### config.mk
export PLATFORM = sky130hd
export DESIGN_NAME = wallace_mult_pipe
export DESIGN_NICKNAME = d
export VERILOG_FILES = /design/src/rtl/wallace_pkg.sv /design/src/rtl/wallace_csa_row.sv /design/src/rtl/wallace_mult_pipe.sv
export SDC_FILE = /design/constraint.sdc
export NUM_CORES = 1
export LEC_CHECK = 0
export ABC_AREA = 1
export CAP_MARGIN = 40
export CELL_PAD_IN_SITES_DETAIL_PLACEMENT = 1
export CELL_PAD_IN_SITES_GLOBAL_PLACEMENT = 1
export CORE_MARGIN = 2
export CORE_UTILIZATION = 39
export CTS_CLUSTER_SIZE = 10
export DETAILED_ROUTE_END_ITERATION = 12
export PLACE_DENSITY_LB_ADDON = 0.1
export RECOVER_POWER = 100
export SYNTH_ARGS = -nofsm -noshare
export SYNTH_HDL_FRONTEND = slang
export SYNTH_SLANG_ARGS = --single-unit
### constraint.sdc
create_clock -name clk -period 1.9 [get_ports clk]
set_input_delay 0.38 -clock clk [delete_from_list [all_inputs] [get_ports clk]]
set_output_delay 0.38 -clock clk [all_outputs]
set_load 0.01 [all_outputs]
### src/rtl/wallace_pkg.sv
// Shared sizing helpers for the pipelined Wallace-tree multiplier.
// - pp_rows / rows_after / reduction_layers size the carry-save tree.
// - bw_const gives the Baugh-Wooley correction word for signed products.
// - half_add / full_add are the bit-level cells used by wallace_csa_row.
// - STAGE_S1/S2/S3 index the per-stage valid bits.
package wallace_pkg;

  localparam int unsigned STAGE_S1  = 0;
  localparam int unsigned STAGE_S2  = 1;
  localparam int unsigned STAGE_S3  = 2;
  localparam int unsigned MAX_WIDTH = 64;

  // Rows left after one 3:2 layer: each full group of three becomes two,
  // leftovers pass through.
  function automatic int unsigned pp_rows(input int unsigned n);
    return 2 * (n / 3) + n % 3;
  endfunction

  function automatic int unsigned rows_after(input int unsigned n, input int unsigned k);
    int unsigned r;
    r = n;
    for (int unsigned i = 0; i < k; i++) r = pp_rows(r);
    return r;
  endfunction

  // Number of 3:2 layers needed to bring n rows down to two.
  function automatic int unsigned reduction_layers(input int unsigned n);
    int unsigned r;
    int unsigned cnt;
    r   = n;
    cnt = 0;
    while (r > 2) begin
      r   = pp_rows(r);
      cnt = cnt + 1;
    end
    return cnt;
  endfunction

  // 2^w + 2^(2w-1): folds the negative weights of the complemented
  // sign-row/column terms back into a modulo-2^(2w) sum.
  function automatic logic [2*MAX_WIDTH-1:0] bw_const(input int unsigned w);
    logic [2*MAX_WIDTH-1:0] c;
    c          = '0;
    c[w]       = 1'b1;
    c[2*w-1]   = 1'b1;
    return c;
  endfunction

  function automatic logic [1:0] half_add(input logic x, input logic y);
    return {x & y, x ^ y};
  endfunction

  function automatic logic [1:0] full_add(input logic x, input logic y, input logic z);
    logic [1:0] h0;
    logic [1:0] h1;
    h0 = half_add(x, y);
    h1 = half_add(h0[0], z);
    return {h0[1] | h1[1], h1[0]};
  endfunction

endpackage

### src/rtl/wallace_csa_row.sv
// One word-wide row of 3:2 compressors.
// Ports: a, b, c  - three BW-bit addend rows
//        sum      - bitwise sum row
//        carry    - carry row, already shifted left by one
// sum + carry == a + b + c modulo 2^BW; the carry out of the top bit is
// dropped because the multiplier's final result fits in BW bits.
module wallace_csa_row
  import wallace_pkg::*;
#(
  parameter int unsigned BW = 16
) (
  input  logic [BW-1:0] a,
  input  logic [BW-1:0] b,
  input  logic [BW-1:0] c,
  output logic [BW-1:0] sum,
  output logic [BW-1:0] carry
);

  logic [BW-2:0] cy;

  for (genvar i = 0; i < BW - 1; i++) begin : g_fa
    assign {cy[i], sum[i]} = full_add(a[i], b[i], c[i]);
  end

  assign sum[BW-1] = a[BW-1] ^ b[BW-1] ^ c[BW-1];
  assign carry     = {cy, 1'b0};

endmodule

### src/rtl/wallace_mult_pipe.sv
// Pipelined WIDTH x WIDTH Wallace-tree multiplier with valid/ready handshakes.
// Ports: clk, rst (sync, active-high)
//        in_valid/in_ready, in1, in2   - operand pair input
//        out_valid/out_ready, out      - 2*WIDTH-bit product output
//        is_signed                     - only when SIGNED_MUL_EN is defined
// Optional build macro SIGNED_MUL_EN: adds is_signed and Baugh-Wooley
// two's-complement multiplication.
// STAGES=3: S1 = first half of the 3:2 layers, S2 = rest down to two rows,
// S3 = final carry-propagate add. STAGES=2 merges S2 and S3.
module wallace_mult_pipe
  import wallace_pkg::*;
#(
  parameter int unsigned WIDTH  = 8,
  parameter int unsigned STAGES = 3
) (
  input  logic               clk,
  input  logic               rst,
  input  logic               in_valid,
  output logic               in_ready,
  input  logic [WIDTH-1:0]   in1,
  input  logic [WIDTH-1:0]   in2,
`ifdef SIGNED_MUL_EN
  input  logic               is_signed,
`endif
  output logic               out_valid,
  input  logic               out_ready,
  output logic [2*WIDTH-1:0] out
);

  localparam int unsigned BW = 2 * WIDTH;
`ifdef SIGNED_MUL_EN
  localparam int unsigned N0 = WIDTH + 1;
`else
  localparam int unsigned N0 = WIDTH;
`endif
  localparam int unsigned NL  = reduction_layers(N0);
  localparam int unsigned NLA = (NL + 1) / 2;
  localparam int unsigned NLB = NL - NLA;
  localparam int unsigned R1  = rows_after(N0, NLA);

  logic              stall;
  logic              adv;
  logic [STAGES-1:0] vld;
  logic [N0*BW-1:0]  pp;
  logic [R1*BW-1:0]  s1_rows;
  logic [BW-1:0]     prod_q;

  assign stall     = vld[STAGES-1] && !out_ready;
  assign adv       = !stall;
  assign in_ready  = !stall;
  assign out_valid = vld[STAGES-1];
  assign out       = prod_q;

  // Partial-product rows, each already aligned to its weight.
  for (genvar i = 0; i < WIDTH; i++) begin : g_pp
    logic [WIDTH-1:0] g;
`ifdef SIGNED_MUL_EN
    // Baugh-Wooley: invert the bits whose weight mixes exactly one sign bit.
    localparam logic [WIDTH-1:0] MASK = (i == WIDTH - 1) ?
      {1'b0, {(WIDTH-1){1'b1}}} : {1'b1, {(WIDTH-1){1'b0}}};
    assign g = (in1 & {WIDTH{in2[i]}}) ^ (MASK & {WIDTH{is_signed}});
`else
    assign g = in1 & {WIDTH{in2[i]}};
`endif
    assign pp[i*BW +: BW] = BW'(g) << i;
  end

`ifdef SIGNED_MUL_EN
  // Signedness only shapes the partial products, so it is fully absorbed
  // before S1 and needs no pipeline register of its own.
  assign pp[WIDTH*BW +: BW] = is_signed ? BW'(bw_const(WIDTH)) : '0;
`endif

  // Reduction layers feeding S1.
  for (genvar l = 0; l <= NLA; l++) begin : g_la
    localparam int unsigned NR = rows_after(N0, l);
    logic [NR*BW-1:0] v;
    if (l == 0) begin : g_src
      assign v = pp;
    end else begin : g_red
      localparam int unsigned NP = rows_after(N0, l - 1);
      localparam int unsigned NG = NP / 3;
      for (genvar g = 0; g < NG; g++) begin : g_csa
        wallace_csa_row #(.BW(BW)) u_csa (
          .a    (g_la[l-1].v[(3*g)*BW +: BW]),
          .b    (g_la[l-1].v[(3*g+1)*BW +: BW]),
          .c    (g_la[l-1].v[(3*g+2)*BW +: BW]),
          .sum  (v[(2*g)*BW +: BW]),
          .carry(v[(2*g+1)*BW +: BW])
        );
      end
      if (NP > 3 * NG) begin : g_pass
        assign v[NR*BW-1 : 2*NG*BW] = g_la[l-1].v[NP*BW-1 : 3*NG*BW];
      end
    end
  end

  // Remaining reduction layers, from the S1 registers down to two rows.
  for (genvar l = 0; l <= NLB; l++) begin : g_lb
    localparam int unsigned NR = rows_after(R1, l);
    logic [NR*BW-1:0] v;
    if (l == 0) begin : g_src
      assign v = s1_rows;
    end else begin : g_red
      localparam int unsigned NP = rows_after(R1, l - 1);
      localparam int unsigned NG = NP / 3;
      for (genvar g = 0; g < NG; g++) begin : g_csa
        wallace_csa_row #(.BW(BW)) u_csa (
          .a    (g_lb[l-1].v[(3*g)*BW +: BW]),
          .b    (g_lb[l-1].v[(3*g+1)*BW +: BW]),
          .c    (g_lb[l-1].v[(3*g+2)*BW +: BW]),
          .sum  (v[(2*g)*BW +: BW]),
          .carry(v[(2*g+1)*BW +: BW])
        );
      end
      if (NP > 3 * NG) begin : g_pass
        assign v[NR*BW-1 : 2*NG*BW] = g_lb[l-1].v[NP*BW-1 : 3*NG*BW];
      end
    end
  end

  // Valid bits shift with the data; everything holds while stalled.
  always_ff @(posedge clk) begin
    if (rst) begin
      vld <= '0;
    end else if (adv) begin
      vld <= {vld[STAGES-2:0], in_valid};
    end
  end

  always_ff @(posedge clk) begin
    if (rst) begin
      s1_rows <= '0;
    end else if (adv) begin
      s1_rows <= g_la[NLA].v;
    end
  end

  if (STAGES == 3) begin : g_three
    logic [BW-1:0] s2_a;
    logic [BW-1:0] s2_b;

    always_ff @(posedge clk) begin
      if (rst) begin
        s2_a   <= '0;
        s2_b   <= '0;
        prod_q <= '0;
      end else if (adv) begin
        s2_a   <= g_lb[NLB].v[BW-1:0];
        s2_b   <= g_lb[NLB].v[2*BW-1:BW];
        prod_q <= s2_a + s2_b;
      end
    end
  end else begin : g_two
    always_ff @(posedge clk) begin
      if (rst) begin
        prod_q <= '0;
      end else if (adv) begin
        prod_q <= g_lb[NLB].v[BW-1:0] + g_lb[NLB].v[2*BW-1:BW];
      end
    end
  end

endmodule
==> results of run 1 <==
-- power by group --
group / total (mW) / internal [mW] / switching, mW
clock network: 1.70 / 1.01 / 0.684
logic: 1.07 / 0.456 / 0.611
registers: 2.06 / 1.96 / 0.0931
-- worst paths after layout --
check	slack [ns]	cells after the start	end	from
worst max-delay path	0.06	4	in_ready	out_ready
worst min-delay path	0.46	2	vld[1]	vld[1]
worst min register to register	0.46	2	vld[1]	vld[1]
worst max register to register	0.16	9	out[11]	g_three.s2_b[5]
-- synth_stat cells --
cell type                  count
sky130_fd_sc_hd__buf_2         9
sky130_fd_sc_hd__nor2_4        1
sky130_fd_sc_hd__ha_1         25
sky130_fd_sc_hd__xor2_1        3
sky130_fd_sc_hd__nor2_1       75
sky130_fd_sc_hd__o21ai_1       4
sky130_fd_sc_hd__dfxtp_1      84
sky130_fd_sc_hd__nand3_1      15
sky130_fd_sc_hd__o21bai_2      1
sky130_fd_sc_hd__nand3_2       1
sky130_fd_sc_hd__nand4_1       2
sky130_fd_sc_hd__nand2_1     105
sky130_fd_sc_hd__o21bai_1      2
sky130_fd_sc_hd__inv_1       119
sky130_fd_sc_hd__buf_4         1
sky130_fd_sc_hd__fa_1         39
sky130_fd_sc_hd__a21o_1        1
sky130_fd_sc_hd__o21ai_0      79
sky130_fd_sc_hd__clkbuf_1     30
sky130_fd_sc_hd__a21oi_1      49
sky130_fd_sc_hd__buf_6         2
sky130_fd_sc_hd__inv_4         1
-- metal layers --
layer	global-route usage, %	vias up	share of wire, %
met3	3.11	8	2.3
met4	4.52	0	0.95
li1	-	2054	-
met2	29.5	47	48
met5	0	-	0
met1	24.7	1906	49
-- sequential cells by signal, summed over array words and instances, names as in the netlist --
signal	flops
out	16
g_three.s2_a	15
g_lb.v	39
vld	3
g_three.s2_b	11
-- repair_timing --
item | 4_1_cts | 5_1_grt
gates resized for setup | 21 | 20
pin swaps | 1 | 3
endpoints found under the setup margin | 29 | 20
-- per-stage QoR --
stage / cells / setup slack, ns
floorplan: 648 / 0.000161
global placement: 846 / -0.668
detailed placement: 846 / -0.731
CTS: 862 / 0.0150
global route: 862 / -0.00284
finish: 862 / 0.0634
-- critical path, delay by kind of cell --
| family | cells | cell delay (ns) |
|---|---|---|
| buf+inv | 3 | 0.89 |
| simple gates | 1 | 0.18 |
-- kinds of logic (layout without fill, tap and decap cells) --
| logic type | count (synthesis) | count (layout) | share of synthesized area (%) |
|---|---|---|---|
| buffers and inverters | 162 | 204 | 13.0 |
| AOI/OAI and AO/OA | 136 | 136 | 14.1 |
| DFF | 84 | 84 | 34.2 |
| adders and majority gates | 64 | 64 | 22.2 |
| xor gates and xnor gates | 3 | 3 | 0.534 |
| and+or+nand+nor | 199 | 199 | 15.9 |
-- final cells by class --
type | count | area (um2) | area share (%)
Inverter | 120 | 453 | 7.73
Tap cell | 172 | 215 | 3.67
Multi-Input combinational cell | 402 | 2600 | 44.4
Sequential cell | 84 | 1680 | 28.7
Timing Repair Buffer | 68 | 623 | 10.6
Clock inverter | 5 | 52.6 | 0.897
Clock buffer | 11 | 233 | 3.97
==> PnR_summary.wiki, run 1 <==
{| class="wikitable"
! Metric !! Value
|-
| Number of global-route vias before repair || 4008
|-
| Post-Syn Instances || 648
|-
| Wire length per cell after detailed routing || 13.4 um
|-
| Diodes inserted || 0
|-
| Worst setup path category || in -> out
|-
| Largest fanout on the critical path || 2
|-
| Area Overhead vs Synth || 19.1%
|-
| Setup TNS || 0 ns
|-
| Final RePlAce weighted congestion || 0.866
|-
| Endpoint type of the worst setup path || primary output
|-
| Post-synthesis register bit count || 84
|-
| Detailed Route WL || 11500 um
|-
| Power density relative to cell area || 822 nW/um2
|-
| Clock transition at the register clock pins on the worst setup and hold paths after CTS || 0.06 ns
|-
| Filler cells || 1569
|-
| Count of final setup violators || 0
|-
| Number of CTS-inserted buffers || 9
|-
| Synthesized Nets || 732
|-
| Cell with the largest stage delay on the worst path || sky130_fd_sc_hd__dlygate4sd3_1
|-
| Worst clock skew on the final layout || 0.00673 ns
|-
| Final critical path time including I/O delays and setup || 1.84 ns
|-
| Ports || 38
|-
| Transition time of the tightest slew-check pin || 0.421 ns
|-
| Post-route fraction of the period consumed by the critical path || 96.7%
|-
| Arrival time worst endpoint || 1.46 ns
|-
| Count of unresolved DRC violations after routing || 0
|-
| Result of the run || finished clean
|-
| Maximum number of pins on one net before global-route repair || 64
|-
| Required time of the critical path || 1.52 ns
|-
| Vias after detailed routing || 4015
|-
| Largest cells by area after synthesis || sky130_fd_sc_hd__dfxtp_1, sky130_fd_sc_hd__fa_1, sky130_fd_sc_hd__inv_1
|-
| Synth warnings || 0
|-
| Hold WS || 0.462 ns
|-
| Initial drt markers || 153
|-
| Number of detailed-route iterations in the first pass || 4
|-
| Category of the worst setup path launch point || primary input
|-
| Post-synthesis instance area || 4920 um2
|-
| Area share of the largest cell type after synthesis || 34.2%
|-
| Total leakage power || 3.11 nW
|-
| Top cell type by total area after synthesis || sky130_fd_sc_hd__dfxtp_1
|-
| Count of H-tree levels built during CTS || 3
|-
| Clock tree sinks || 84
|-
| Clock root buffer master || sky130_fd_sc_hd__clkbuf_16
|-
| Worst IR Drop VDD || 0.512 mV
|-
| Unrepaired setup endpoints after global routing || yes
|-
| GRT overflow || 0
|-
| Count of antenna-violating nets left after detailed routing || 0
|-
| Clock tree buffer depth || 2
|-
| Cells along the critical path || dlygate4sd3_1, nor2_4, inv_4, dlygate4sd2_1
|-
| Post-synthesis sequential area ratio || 34.2%
|-
| Antenna violations before repair || 0
|-
| Most frequent cells in the layout || sky130_fd_sc_hd__inv_1, sky130_fd_sc_hd__nand2_1, sky130_fd_sc_hd__dfxtp_1, sky130_fd_sc_hd__nor2_1, sky130_fd_sc_hd__o21ai_0
|-
| Max-cap violations || 0
|-
| Slew Viols, Final || 0
|-
| Worst hold-check path type || reg -> reg
|-
| Final layout net count || 769
|-
| Die height || 116 um
|-
| Overall fraction of global-route tracks in use || 18.0%
|-
| Most common cell after layout, fill and taps aside || sky130_fd_sc_hd__inv_1
|-
| Worst-skew pair later-pin latency || 0.33 ns
|-
| Row count || 41
|-
| TritonCTS clock tree || done
|-
| Mean cell area of the mapped netlist || 7.59 um2
|-
| Fin area || 5860 um2
|-
| Die Outline Area || 13500 um2
|-
| Dpl hpwl || 8910 um
|-
| Area after DPL || 5630 um2
|-
| Final number of hold-violating endpoints || 0
|-
| Delay contributed by the slowest stage of the critical path || 0.57 ns
|-
| Effective utilization at floorplan || 39.5%
|-
| Width of the chip || 116 um
|-
| Final core utilization || 47.0%
|-
| Global-route wire length before repair || 19300 um
|-
| Achievable frequency || 544 MHz
|-
| Power, Total || 4.82 mW
|-
| Number of buffer cells added on primary ports || 37
|-
| Area of the core || 12500 um2
|-
| Cell variety after synth || 22
|-
| Headroom to the max-slew limit || 71.9%
|-
| Mean number of vias per cell || 4.66
|-
| Share of post-route cells with drive strength above 1 || 8.55%
|-
| Post CTS Setup Buffer Count || 0
|-
| Quantity of hold-fixing buffers added after cts || 0
|}
Power figures use the tool's default switching activity.
==> inputs of run 2 (changes only) <==
--- a/config.mk
+++ b/config.mk
@@ -13,8 +13,10 @@
 export CORE_UTILIZATION = 39
 export CTS_CLUSTER_SIZE = 10
 export DETAILED_ROUTE_END_ITERATION = 12
+export HOLD_SLACK_MARGIN = 0.1
 export PLACE_DENSITY_LB_ADDON = 0.1
 export RECOVER_POWER = 100
+export REMOVE_ABC_BUFFERS = 1
 export SYNTH_ARGS = -nofsm -noshare
 export SYNTH_HDL_FRONTEND = slang
 export SYNTH_SLANG_ARGS = --single-unit
==> run 2 against run 1 <==
Global-route usage rose by 0.64 points. Maximum frequency is 1.3% lower. Worst setup slack got worse by 0.024 ns. Sequential share of layout area about the same. Routed wire length down 1.4%. Combinational power hardly changed. Sequential power barely moved. Clock-buffer cell count up 1.
==> PnR_summary.wiki, run 2 (same netlist as run 1, synthesis figures left out) <==
{| class="wikitable"
! Metric !! Value
|-
| Quantity of hold-fixing buffers added after cts || 0 (unchanged)
|-
| Largest register FFs || 39 (unchanged)
|-
| Maximum number of pins on one net before global-route repair || 64 (unchanged)
|-
| Vias after detailed routing || 3983 (-0.80%)
|-
| Delay contributed by the slowest stage of the critical path || 0.58 ns (about the same)
|-
| Worst setup path category || in -> out
|-
| Initial drt markers || 123 (-20%)
|-
| Count of H-tree levels built during CTS || 3 (unchanged)
|-
| Slack of the critical path || 0.0392 ns (-0.0242 ns)
|-
| Category of the worst setup path launch point || primary input
|-
| Diodes inserted || 0 (unchanged)
|-
| Arrival time worst endpoint || 1.48 ns (+0.02 ns)
|-
| Endpoint with the worst hold slack || vld[1]
|-
| GRT overflow || 0 (unchanged)
|-
| Width of the chip || 116 um (unchanged)
|-
| Final RePlAce weighted congestion || 0.840 (-3.1%)
|-
| Clock root buffer master || sky130_fd_sc_hd__clkbuf_16
|-
| Largest fanout on the critical path || 3 (+1)
|-
| Power density relative to cell area || 844 nW/um2 (+2.7%)
|-
| Die Outline Area || 13500 um2 (unchanged)
|-
| Effective utilization at floorplan || 39.5% (unchanged)
|-
| Power, Total || 4.95 mW (+2.7%)
|-
| Crit path buffers/inverters || 3 (unchanged)
|-
| Ports || 38 (unchanged)
|-
| Number of CTS-inserted buffers || 9 (unchanged)
|-
| Unrepaired setup endpoints after global routing || no
|-
| Number of global-route vias before repair || 4133 (+3.1%)
|-
| Slew Viols, Final || 0 (unchanged)
|-
| Worst flop-to-flop path endpoint || out[11]
|-
| Area Overhead vs Synth || 19.1% (about the same)
|-
| Final core utilization || 47.0% (about the same)
|-
| Most frequent cells in the layout || sky130_fd_sc_hd__inv_1, sky130_fd_sc_hd__nand2_1, sky130_fd_sc_hd__dfxtp_1, sky130_fd_sc_hd__nor2_1, sky130_fd_sc_hd__o21ai_0
|-
| Achievable frequency || 537 MHz (-1.3%)
|-
| Worst hold-check path type || reg -> reg
|-
| Storage cell area || 1680 um2 (unchanged)
|-
| Result of the run || finished clean
|-
| Filler cells || 1561 (-0.51%)
|-
| Number of detailed-route iterations in the first pass || 4 (unchanged)
|-
| Critical path's top delay family || buffers and inverters
|-
| Hold path startpoint || vld[1]
|-
| Dpl hpwl || 8700 um (-2.4%)
|-
| Wire length per cell after detailed routing || 13.2 um (-1.3%)
|-
| Minimum setup slack after placement || -0.710 ns (+0.0207 ns)
|-
| Number of buffer cells added on primary ports || 37 (unchanged)
|-
| Final critical path time including I/O delays and setup || 1.86 ns (+0.0242 ns)
|-
| TritonCTS clock tree || done
|-
| Worst IR Drop VDD || 0.479 mV (-6.3%)
|-
| Final layout net count || 770 (+0.13%)
|-
| Clock transition at the register clock pins on the worst setup and hold paths after CTS || 0.06 ns (about the same)
|-
| Required time of the critical path || 1.52 ns (about the same)
|-
| Clock tree buffer depth || 2 (unchanged)
|-
| Worst r2r path cells || 9 (unchanged)
|-
| Global-route wire length before repair || 19600 um (+1.7%)
|-
| Count of unresolved DRC violations after routing || 0 (unchanged)
|-
| Worst clock skew on the final layout || 0.00552 ns (-0.00122 ns)
|-
| Area of the core || 12500 um2 (unchanged)
|-
| Die height || 116 um (unchanged)
|-
| Mean number of vias per cell || 4.63 (-0.68%)
|-
| Count of final setup violators || 0 (unchanged)
|-
| Reg2reg start || g_three.s2_a[5]
|-
| Most common cell after layout, fill and taps aside || sky130_fd_sc_hd__inv_1
|-
| Clock tree sinks || 84 (unchanged)
|-
| Antenna violations before repair || 0 (unchanged)
|-
| Row count || 41 (unchanged)
|-
| Hold Path Stages || 2 (unchanged)
|-
| Area occupied by multi-input gates || 2600 um2 (unchanged)
|-
| Count of antenna-violating nets left after detailed routing || 0 (unchanged)
|-
| Detailed Route WL || 11400 um (-1.4%)
|-
| Total leakage power || 3.11 nW (about the same)
|-
| Transition time of the tightest slew-check pin || 0.443 ns (+0.0219 ns)
|-
| Max-cap violations || 0 (unchanged)
|-
| Final number of hold-violating endpoints || 0 (unchanged)
|-
| Cell with the largest stage delay on the worst path || sky130_fd_sc_hd__dlygate4sd3_1
|-
| Overall fraction of global-route tracks in use || 18.6% (+0.64 points)
|-
| Headroom to the max-slew limit || 70.5% (-1.5 points)
|-
| Endpoint type of the worst setup path || primary output
|-
| Flop-to-flop setup slack || 0.24 ns (+0.08 ns)
|-
| Post-route fraction of the period consumed by the critical path || 97.9% (+1.3 points)
|-
| Worst-skew pair later-pin latency || 0.34 ns (about the same)
|-
| Cells along the critical path || dlygate4sd3_1, nor2_4, inv_4, dlygate4sd2_1
|-
| Share of post-route cells with drive strength above 1 || 8.71% (+0.16 points)
|}
==> run 2: changes by cell type in the layout (fill, tap and decap cells not counted), moves of 2 or more <==
cell	previous run	this run
sky130_fd_sc_hd__buf_2	0	2
sky130_fd_sc_hd__buf_4	22	20
sky130_fd_sc_hd__clkbuf_2	8	11
sky130_fd_sc_hd__clkinv_2	3	0
sky130_fd_sc_hd__dlygate4sd2_1	4	2
sky130_fd_sc_hd__o21ai_0	71	74
sky130_fd_sc_hd__o21ai_1	12	9
==> run 2: what timing repair did <==
action,CTS,global route
pin swaps,4,3
hold endpoints to repair,0,0
setup buffers,1,0
gates resized for setup,24,26
endpoints found under the setup margin,28,17
==> run 2: worst register-to-register path, cell delays in order, from the launching register on <==
cell and delay (ns):
sky130_fd_sc_hd__dfxtp_1 0.33, sky130_fd_sc_hd__ha_1 0.21, sky130_fd_sc_hd__inv_1 0.07, sky130_fd_sc_hd__fa_2 0.39, sky130_fd_sc_hd__o21bai_2 0.22, sky130_fd_sc_hd__nand2_1 0.10
sky130_fd_sc_hd__nand3_1 0.07, sky130_fd_sc_hd__nand3_1 0.08, sky130_fd_sc_hd__nand2_1 0.07, sky130_fd_sc_hd__inv_1 0.03
==> run 2: layout make-up <==
type	instances	share of cell area (%)
repair buffers	69	10.3
well taps	172	3.67
clock buffers	12	4.21
inverters	120	7.73
multi-input cells	402	44.4
flip-flops and latches	84	28.7
clock inverters	2	1.02
==> run 2: per-layer routing <==
| layer | GRT usage [%] | routed length, um | vias up |
|---|---|---|---|
| met5 | 0 | 0 | - |
| met2 | 30.5 | 5230 | 54 |
| met1 | 24.0 | 5510 | 1849 |
| met4 | 8.02 | 323 | 0 |
| met3 | 3.74 | 295 | 21 |
| li1 | - | - | 2059 |
==> run 2: worst max-delay path by stage <==
stage / start / endpoint / slack, ns / cells after the start
floorplan: vld[2] / out[8] / -0.27 / 6
global placement: in2[1] / g_lb[0].v[7] / -0.61 / 7
detailed placement: in2[1] / g_lb[0].v[24] / -0.71 / 7
CTS: in1[2] / g_lb[0].v[7] / 0.001 / 8
global route: in2[1] / g_lb[0].v[7] / 0.001 / 7
finish: out_ready / in_ready / 0.04 / 4
==> run 2: report_power, final <==
| part | internal (mW) | leakage (nW) | switching, mW | total (mW) |
|---|---|---|---|---|
| clock | 1.17 | 0.149 | 0.670 | 1.84 |
| sequential | 1.96 | 0.690 | 0.0938 | 2.06 |
| combinational | 0.453 | 2.27 | 0.596 | 1.05 |
| total | 3.59 | 3.11 | 1.36 | 4.95 |
==> run 2: through the flow <==
stage | setup TNS (ns) | std cells | instance area (um2) | hold slack [ns]
after floorplan | -9.36 | 606 | 4730 | 0.430
after global placement | -14.40 | 846 | 5610 | 0.447
after detailed placement | -16.10 | 846 | 5610 | 0.464
after CTS | 0 | 861 | 5920 | 0.473
after global routing | 0 | 861 | 5860 | 0.492
final | 0 | 861 | 5860 | 0.463
